**src/rtl/branch_pkg.sv**
```systemverilog
// branch_pkg: FSM encoding, fetch PC step and prediction-entry layout shared by branch_resolve
package branch_pkg;

    typedef enum logic [1:0] {
        S_IDLE    = 2'd0,
        S_PEND    = 2'd1,
        S_RECOVER = 2'd2
    } br_state_t;

    localparam int PC_INCR = 4;

    // Entry is packed {taken, pc, target} with target in the low XLEN bits
    function automatic int ent_w(input int xlen);
        return 2 * xlen + 1;
    endfunction

    function automatic logic [15:0] sat_inc(input logic [15:0] v);
        return (v == 16'hFFFF) ? v : v + 16'd1;
    endfunction

endpackage

```
**src/rtl/pred_fifo.sv**
```systemverilog
// pred_fifo: DEPTH-entry prediction queue; pointers carry a phase bit to tell full from empty
module pred_fifo #(
    parameter int W     = 65,
    parameter int DEPTH = 4
) (
    input  logic                     clk,
    input  logic                     rst,
    input  logic                     i_push,
    input  logic                     i_pop,
    input  logic                     i_clear,
    input  logic [W-1:0]             i_data,
    output logic                     o_full,
    output logic                     o_empty,
    output logic [W-1:0]             o_head,
    output logic [$clog2(DEPTH):0]   o_count
);

    localparam int AW = $clog2(DEPTH);

    logic [AW:0]  r_wr;
    logic [AW:0]  r_rd;
    logic [W-1:0] r_mem [DEPTH];

    always_ff @(posedge clk or posedge rst) begin
        if (rst) begin
            r_wr <= '0;
            r_rd <= '0;
        end else if (i_clear) begin
            r_wr <= '0;
            r_rd <= '0;
        end else begin
            if (i_push) r_wr <= r_wr + 1'b1;
            if (i_pop)  r_rd <= r_rd + 1'b1;
        end
    end

    always_ff @(posedge clk) begin
        if (i_push && !i_clear) r_mem[r_wr[AW-1:0]] <= i_data;
    end

    assign o_empty = (r_wr == r_rd);
    assign o_full  = (r_wr[AW] != r_rd[AW]) && (r_wr[AW-1:0] == r_rd[AW-1:0]);
    assign o_head  = r_mem[r_rd[AW-1:0]];
    assign o_count = r_wr - r_rd;

endmodule

```
**src/rtl/branch_resolve.sv**
```systemverilog
// branch_resolve: tracks outstanding branch predictions, checks them against execute-side
// resolutions, trains the predictor and raises a one-cycle flush with the corrected fetch PC
module branch_resolve
    import branch_pkg::*;
#(
    parameter int XLEN           = 32,
    parameter int DEPTH          = 4,
    parameter int RECOVER_CYCLES = 2
) (
    input  logic            clk,
    input  logic            rst,
    input  logic            pred_valid,
    input  logic            pred_taken,
    input  logic [XLEN-1:0] pred_pc,
    input  logic [XLEN-1:0] pred_target,
    input  logic            res_valid,
    input  logic            res_taken,
    input  logic [XLEN-1:0] res_target,
    output logic            upd_br_x,
    output logic            upd_br_true,
    output logic            flush,
    output logic [XLEN-1:0] redirect_pc,
    output logic            fetch_stall,
    output logic [15:0]     branch_count,
    output logic [15:0]     mispredict_count,
    output logic            err
);

    localparam int EW = ent_w(XLEN);
    localparam int AW = $clog2(DEPTH);
    localparam int RW = $clog2(RECOVER_CYCLES + 1);

    br_state_t       r_state;
    br_state_t       w_state_nxt;
    logic [RW-1:0]   r_rcnt;
    logic [RW-1:0]   w_rcnt_nxt;
    logic            r_upd_x;
    logic            r_upd_true;
    logic            r_flush;
    logic [XLEN-1:0] r_redirect;
    logic [15:0]     r_bcnt;
    logic [15:0]     r_mcnt;
    logic            r_err;

    logic            w_full;
    logic            w_empty;
    logic [EW-1:0]   w_head;
    logic [AW:0]     w_count;
    logic            w_h_taken;
    logic [XLEN-1:0] w_h_pc;
    logic [XLEN-1:0] w_h_tgt;
    logic            w_pop;
    logic            w_mis;
    logic            w_push;
    logic            w_err;

    pred_fifo #(.W(EW), .DEPTH(DEPTH)) u_fifo (
        .clk     (clk),
        .rst     (rst),
        .i_push  (w_push),
        .i_pop   (w_pop),
        .i_clear (w_mis),
        .i_data  ({pred_taken, pred_pc, pred_target}),
        .o_full  (w_full),
        .o_empty (w_empty),
        .o_head  (w_head),
        .o_count (w_count)
    );

    assign w_h_taken = w_head[EW-1];
    assign w_h_pc    = w_head[EW-2 -: XLEN];
    assign w_h_tgt   = w_head[XLEN-1:0];

    assign w_pop  = res_valid && !w_empty;
    assign w_mis  = w_pop && ((res_taken != w_h_taken) || (res_taken && (res_target != w_h_tgt)));
    // Flush wins over a same-cycle push; a full queue only takes a push alongside a pop
    assign w_push = pred_valid && (r_state != S_RECOVER) && !w_mis && (!w_full || w_pop);
    assign w_err  = (res_valid && w_empty) ||
                    (pred_valid && (r_state != S_RECOVER) && w_full && !w_pop);

    always_comb begin
        w_state_nxt = r_state;
        w_rcnt_nxt  = r_rcnt;
        if (w_mis) begin
            w_state_nxt = S_RECOVER;
            w_rcnt_nxt  = RW'(RECOVER_CYCLES - 1);
        end else begin
            case (r_state)
                S_IDLE:    w_state_nxt = w_push ? S_PEND : S_IDLE;
                S_PEND:    w_state_nxt = (w_pop && !w_push && (w_count == (AW+1)'(1))) ? S_IDLE : S_PEND;
                S_RECOVER: begin
                    w_state_nxt = (r_rcnt == '0) ? S_IDLE : S_RECOVER;
                    w_rcnt_nxt  = (r_rcnt == '0) ? r_rcnt : r_rcnt - 1'b1;
                end
                default:   w_state_nxt = S_IDLE;
            endcase
        end
    end

    always_ff @(posedge clk or posedge rst) begin
        if (rst) begin
            r_state    <= S_IDLE;
            r_rcnt     <= '0;
            r_upd_x    <= 1'b0;
            r_upd_true <= 1'b0;
            r_flush    <= 1'b0;
            r_redirect <= '0;
            r_bcnt     <= '0;
            r_mcnt     <= '0;
            r_err      <= 1'b0;
        end else begin
            r_state    <= w_state_nxt;
            r_rcnt     <= w_rcnt_nxt;
            r_upd_x    <= w_pop;
            r_upd_true <= w_pop && res_taken;
            r_flush    <= w_mis;
            if (w_mis) r_redirect <= res_taken ? res_target : w_h_pc + XLEN'(PC_INCR);
            if (w_pop) r_bcnt <= sat_inc(r_bcnt);
            if (w_mis) r_mcnt <= sat_inc(r_mcnt);
            if (w_err) r_err <= 1'b1;
        end
    end

    assign upd_br_x         = r_upd_x;
    assign upd_br_true      = r_upd_true;
    assign flush            = r_flush;
    assign redirect_pc      = r_redirect;
    assign fetch_stall      = w_full;
    assign branch_count     = r_bcnt;
    assign mispredict_count = r_mcnt;
    assign err              = r_err;

endmodule

```
**config.mk**
```make
export PLATFORM = sky130hd
export DESIGN_NAME = branch_resolve
export DESIGN_NICKNAME = d
export VERILOG_FILES = /design/src/rtl/branch_pkg.sv /design/src/rtl/pred_fifo.sv /design/src/rtl/branch_resolve.sv
export SDC_FILE = /design/constraint.sdc
export NUM_CORES = 1
export LEC_CHECK = 0
export CAP_MARGIN = 20
export CORE_MARGIN = 5
export CORE_UTILIZATION = 58
export CTS_BUF_LIST = sky130_fd_sc_hd__clkbuf_4
export DETAILED_ROUTE_END_ITERATION = 7
export MAX_ROUTING_LAYER = met4
export PLACE_DENSITY = 0.84
export SYNTH_ARGS = -nofsm -noshare
export SYNTH_HDL_FRONTEND = slang
export SYNTH_SLANG_ARGS = --single-unit
```
**constraint.sdc**
```tcl
create_clock -name clk -period 6.4 [get_ports clk]
set_input_delay 0.96 -clock clk [delete_from_list [all_inputs] [get_ports clk]]
set_output_delay 0.96 -clock clk [all_outputs]
set_load 0.01 [all_outputs]
```
# Word level (Yosys, flattened, before mapping)
# Memory sizes are Yosys's and may differ from the RTL's.
# Index checks and enable logic that the tools add are counted.
word_totals:
  reg_bits: 78
  ram_bits: 260
  input_bits: 102
  out_inout_bits: 69
  word_cells: 78
  memories: 1
mem_list:
  columns: ["name", "depth", "width", "read_ports", "rd_clocked_by_memory_dff", "wr", "line", "source"]
  rows:
  - ["u_fifo.r_mem", 4, 65, 1, 0, 1, "pred_fifo.sv:22", "logic [W-1:0] r_mem [DEPTH];"]
classes:
  addsub: 7
  eq_ne: 12
  muxes: 15
  bitwise: 2
  n_reduce_logical: 30
ops:
  columns: ["cell", "n"]
  rows:
  - ["$add A16 B1 Y16 const B", 2]
  - ["$add A32 B3 Y32 const B", 1]
  - ["$eq A16 B16 Y1 const B", 2]
  - ["$mux W32", 1]
  - ["$ne A32 B32 Y1", 1]
  - ["$logic_and A1 B1 Y1", 14]
  - ["$mux W3", 4]
  - ["$mux W2", 5]
  - ["$add A3 B1 Y3 const B", 2]
  - ["$pmux W2 S3", 1]
  - ["$reduce_and A2 Y1", 3]
  - ["$reduce_bool A2 Y1", 3]
  - ["$logic_not A1 Y1", 5]
  - ["$logic_not A2 Y1", 2]
  - ["$mux W1", 4]
  - ["$eq A3 B1 Y1 const B", 1]
  - ["$eq A3 B3 Y1", 1]
  - ["$logic_or A1 B1 Y1", 3]
  - ["$sub A3 B3 Y3", 1]
  - ["$eq A2 B1 Y1 const B", 1]
  - ["$eq A2 B2 Y1", 1]
  - ["$eq A2 B2 Y1 const B", 1]
  - ["$ne A1 B1 Y1", 2]
  - ["$ne A2 B1 Y1 const B", 1]
  - ["other kinds (3)", 4]

# Logic depth before layout (Yosys ltp)
# An unclocked memory read counts as a cell.
logic_depth:
  word_depth: 14
  ltp_mapped: 13
  ltp_nobuf: 9

# By module
# From an unflattened synthesis, not the netlist that was laid out.
unflattened:
  cells_unflattened: 829
  area_unflattened_um2: 14143.6
by_module_without_submodules:
  columns: ["mod", "instances", "cells_per_inst", "area_each_um2", "seq_area_each_um2"]
  rows:
  - ["pred_fifo", 1, 386, 9820.7, 7957.6]
  - ["branch_resolve", 1, 443, 4322.9, 1801.7]

# Least setup slack after synthesis
# OpenSTA, ideal clock, no wires.
synth_path:
  path_type: "input port to flip-flop"
  start: "input port res_target[11]"
  end: "memory u_fifo.r_mem[3][0], enable pin"
  setup_time_ns: 0.488
  arrival_ns: 5.113
  t_required_ns: 5.912
  setup_slack_ns: 0.799
  cell_stages: 9
  path_buffers: 2
  path_cell_list: "xnor2_1 > a221o_1 > a2111oi_0 > nand4_1 > nand2_2 > inv_2 > buf_6 > buf_2 > nor2_1"
synth_between:
  elab_chain_len: 10
synth_rtl:
  columns: ["element", "line", "source"]
  rows:
  - ["from (decl)", "branch_resolve.sv:18", "input logic [XLEN-1:0] res_target,"]
  - ["$ne A32 B32 Y1 (*)", "branch_resolve.sv:75", "assign w_mis = w_pop && ((res_taken != w_h_taken) || (res_taken && (res_target != w_h_tgt)));"]
  - ["$logic_and A1 B1 Y1 (*)", "branch_resolve.sv:75", null]
  - ["$logic_or A1 B1 Y1 (*)", "branch_resolve.sv:75", null]
  - ["$logic_and A1 B1 Y1 (*)", "branch_resolve.sv:75", null]
  - ["via u_fifo.i_clear", "pred_fifo.sv:10", "input logic i_clear,"]
  - ["$logic_not A1 Y1 (*)", "pred_fifo.sv:38, branch_resolve.sv:77", null]
  - ["$logic_and A1 B1 Y1 (2 in a row)", "branch_resolve.sv:77", "assign w_push = pred_valid && (r_state != S_RECOVER) && !w_mis && (!w_full || w_pop);"]
  - ["$logic_and A1 B1 Y1 (*)", "pred_fifo.sv:38", "if (i_push && !i_clear) r_mem[r_wr[AW-1:0]] <= i_data;"]
  - ["$mux W1 (*)", "pred_fifo.sv:38", null]
  - ["$mux W1 (implied by the code) (*)", "pred_fifo.sv:38", null]
  - ["to (decl)", "pred_fifo.sv:22", null]
# Mark *: on every way through the listed nets, which the timed path passes. The rest lies on a longest branch.

# Final worst setup path
layout_path:
  start: "register u_fifo.r_rd[0]"
  end: "memory u_fifo.r_mem[2][52], enable pin"
layout_between:
  elab_chain_len: 11
  elab_cells_between_ends: 19
  cone_classes: "4 x eq/ne; 2 x mux; 12 x reduce/logical; 1 x memory"
layout_rtl:
  columns: ["element", "line", "source"]
  rows:
  - ["from (decl)", "pred_fifo.sv:21", "logic [AW:0] r_rd;"]
  - ["from (signal assigned)", "pred_fifo.sv:33", "if (i_pop) r_rd <= r_rd + 1'b1;"]
  - ["$mem_v2 Z4 W65", null, null]
  - ["$ne A32 B32 Y1", "branch_resolve.sv:75", null]
  - ["$logic_and A1 B1 Y1", "branch_resolve.sv:75", null]
  - ["$logic_or A1 B1 Y1", "branch_resolve.sv:75", null]
  - ["$logic_and A1 B1 Y1", "branch_resolve.sv:75", null]
  - ["$logic_not A1 Y1", "pred_fifo.sv:38, branch_resolve.sv:77", null]
  - ["$logic_and A1 B1 Y1 (2 in a row)", "branch_resolve.sv:77", null]
  - ["$logic_and A1 B1 Y1 (*)", "pred_fifo.sv:38", null]
  - ["$mux W1 (*)", "pred_fifo.sv:38", null]
  - ["$mux W1 (implied by the code) (*)", "pred_fifo.sv:38", null]
# Mark *: on every way between the ends. The rest lies on a longest branch, timed or not.

==> flow_summary.json <==
{
  "drive_above_1_share_pct": 21.9,
  "ys_ff_latch": 338,
  "final.period_utilization_pct": 70.8,
  "cts_hold_buf": 0,
  "critPathBufInv": 4,
  "syn_area_mm2": 0.0142,
  "drt_wl_total_um": 32400,
  "core_mm2": 0.0242,
  "yosysSeqAreaShare_pct": 68.5,
  "slew_headroom_pct": 36.3,
  "setup_tns_ns": 0,
  "synth_edf_count": 260,
  "vias_per_cell": 5.71,
  "rows": 57,
  "cp_data_arrival_time_ns": 4.91,
  "antenna_found_initial": 2,
  "fin_util_pct": 72.1,
  "place_area_mm2": 0.0163,
  "nets": 1195,
  "cts_sinks": 338,
  "fmax_ghz": 0.221,
  "crit_required_ns": 6.78,
  "crit_fanout": 38,
  "worst-path-stages": 10,
  "worstSetupStartpointType": "flip-flop",
  "skew_ns": 0.0413,
  "start_util_pct": 58.8,
  "drc_errors": 0,
  "end_kind": "flip-flop",
  "synth_ff_type": "edfxtp_1",
  "die_area_mm2": 0.0278,
  "outcome": "complete, no violations",
  "worstSkewPairLatency_ns": 0.72,
  "fill_cells": 1531,
  "power_density_mw_per_mm2": 419,
  "pwr-share-clk_pct": 25.8,
  "synth_top_area_cell": "edfxtp_1",
  "swShare_pct": 31.7,
  "cts.repair.resized": 0,
  "postCtsSetupBuffers": 0,
  "path_class": "reg2reg",
  "min_path_type": "reg2reg",
  "setup_viol_count_final": 0,
  "synthSimpleGateAreaFrac_pct": 6.49,
  "wl_per_cell_um": 21.9,
  "numCtsBuffers": 82,
  "gp_congestion": 0.876,
  "grt_max_degree": 79,
  "synth-xor-area-share_pct": 5.53,
  "postSynth.asyncResetShare_pct": 23.1,
  "clk_path_buf_depth": 3,
  "boundaryPins": 171,
  "synth_cell_types": 57,
  "crit_chain": "buf_4 -> inv_2 -> a221oi_1 -> a21oi_1 -> nor4_1 -> nand4_1 -> buf_4 -> nand2_2 -> and3_2 -> buf_4",
  "rsz0062_at_grt": "false",
  "crit_family": "simple AND/OR/NAND/NOR gates",
  "ant_nets": 0,
  "hold_path_depth": 1,
  "seqPwrFrac_pct": 42.5,
  "switchingPower_uw": 2320,
  "cts_root_buf": "clkbuf_4",
  "crit_path_frequent_cell": "buf_4",
  "crit_path_top_delay_cell": "dfrtp_4",
  "synthAdderAreaFrac_pct": 1.11,
  "ir_drop_mv": 0.282,
  "synth.top_cells.by_count": "260 x edfxtp_1, 78 x dfrtp_1, 65 x xnor2_1",
  "grt.overflow.total": 0,
  "hpwlAfterDp_um": 21900,
  "die_width_um": 167,
  "synth-compound-area-share_pct": 2.38,
  "syn_inst": 845,
  "drv_slew": 0,
  "internal-power_uw": 5000,
  "power_frac_comb_pct": 31.6,
  "port_buffers": 170,
  "grt_pass1_wl_um": 49500,
  "yosysMostFrequentCell": "edfxtp_1",
  "firstDrtPassIters": 5,
  "reg2reg_depth": 10,
  "cp_slowest_stage_delay_ns": 0.92,
  "timing_worst_slew_pin_value_ns": 0.956,
  "vias": 8432,
  "avgSynthCellArea_um2": 16.9,
  "synth_top_area_share_pct": 54.8,
  "fin_area_mm2": 0.0175,
  "yosysWarnings": 0,
  "syn2layout_area_growth_pct": 22.7,
  "hold_violations": 0,
  "clkSlewWorstSetupHoldPaths_ns": 0.07,
  "synth_top_family_by_area": "multiplexers",
  "fp.dieH_um": 167,
  "power.leakage_uw": 0.00622,
  "tritoncts": "yes",
  "synth_area_leaders": "edfxtp_1 55%, dfrtp_1 14%, mux4_2 9.2%",
  "synthMuxAreaShare_pct": 13.9,
  "grt.total_usage_pct": 23.8,
  "fin_crit_ns": 4.53,
  "drt_iter0_markers": 770,
  "grt_pass1_vias": 8764,
  "synth_nets": 959,
  "maxCapViolations": 0,
  "htreeDepth": 3
}
power groups by stage:
stage	registers [uW]	clock network [uW]	logic [uW]
6_report	3120	1890	2320
5_1_grt	3160	2060	2490
2_1_floorplan	3040	0	1590
3_3_place_gp	3140	0	2260
3_5_place_dp	3160	0	2310
4_1_cts	3120	1930	2330
final timing paths:
check | from | end | slack [ns]
min reg2reg | r_state[1] | r_state[0] | 0.44
max in group asynchronous | rst | u_fifo.r_rd[0] | 5.15
max | u_fifo.r_rd[0] | u_fifo.r_mem[2][52] | 1.87
max reg2reg | u_fifo.r_rd[0] | u_fifo.r_mem[2][52] | 1.87
min | r_state[1] | r_state[0] | 0.44
min in group asynchronous | rst | redirect_pc[28] | 0.65
logic make-up (layout without fill, tap and decap cells):
| group | Yosys count | count (layout) |
|---|---|---|
| flip-flops | 338 | 338 |
| AND/OR/NAND/NOR | 177 | 177 |
| multiplexers | 118 | 118 |
| XOR/XNOR | 90 | 90 |
| buffers and inverters | 56 | 361 |
| AO/OA/AOI/OAI | 54 | 54 |
| adder cells (fa/ha/maj) | 12 | 12 |
| other | 0 | 2 |
through the flow:
step	setup slack, ns	hold slack, ns	power, uW	std cells
CTS	1.77	0.435	7380	1473
global placement	1.95	0.420	5400	1320
global route	1.51	0.458	7720	1476
detailed placement	1.80	0.427	5470	1320
floorplan	0.799	0.411	4630	845
finish	1.87	0.437	7330	1476
state kept, by name, indices dropped and copies added, names as in the netlist:
signal / flops
flush: 1
u_fifo.r_rd: 3
redirect_pc: 32
branch_count: 16
err: 1
u_fifo.r_wr: 3
r_rcnt: 2
r_state: 2
upd_br_x: 1
mispredict_count: 16
upd_br_true: 1
u_fifo.r_mem: 260
cell usage in the layout (no fill, tap or decap), types with 9 or more instances in the layout:
master           instances
a21oi_1                 12
and2_1                   9
clkbuf_4               137
clkdlybuf4s50_1        169
dfrtp_1                 76
edfxtp_1               260
ha_1                    11
inv_1                   23
mux2_4                  13
mux2i_1                 35
mux4_2                  58
nand2_1                 50
nand3_1                 29
nand4_1                 23
nor2_1                  25
nor3_1                   9
o21ai_0                 19
xnor2_1                 65
xor2_1                  25
metal layers:
metal	track usage, %	routed length, um
met5	-	0
met4	8.57	841
met3	6.47	2570
met2	36.7	16000
met1	31.2	12900
worst register-to-register path: cells and delay by family (launching register included):
family / cells / cell delay (ns)
flip-flops: 1 / 0.92
AND/OR/NAND/NOR: 4 / 1.42
AO/OA/AOI/OAI: 2 / 0.44
buffers and inverters: 4 / 1.42
final cells by class:
cell class / instances / area [um^2] / area share, %
sequential: 338 / 9770 / 55.9
multi-input combinational: 451 / 4210 / 24.1
timing repair buffer: 182 / 1840 / 10.5
clock buffer: 137 / 1030 / 5.88
tap: 324 / 405 / 2.32
clock inverter: 16 / 128 / 0.730
inverter: 26 / 98.8 / 0.565
antenna: 2 / 5.00 / 0.0286
Note: power is estimated with default switching activity, not from simulation.
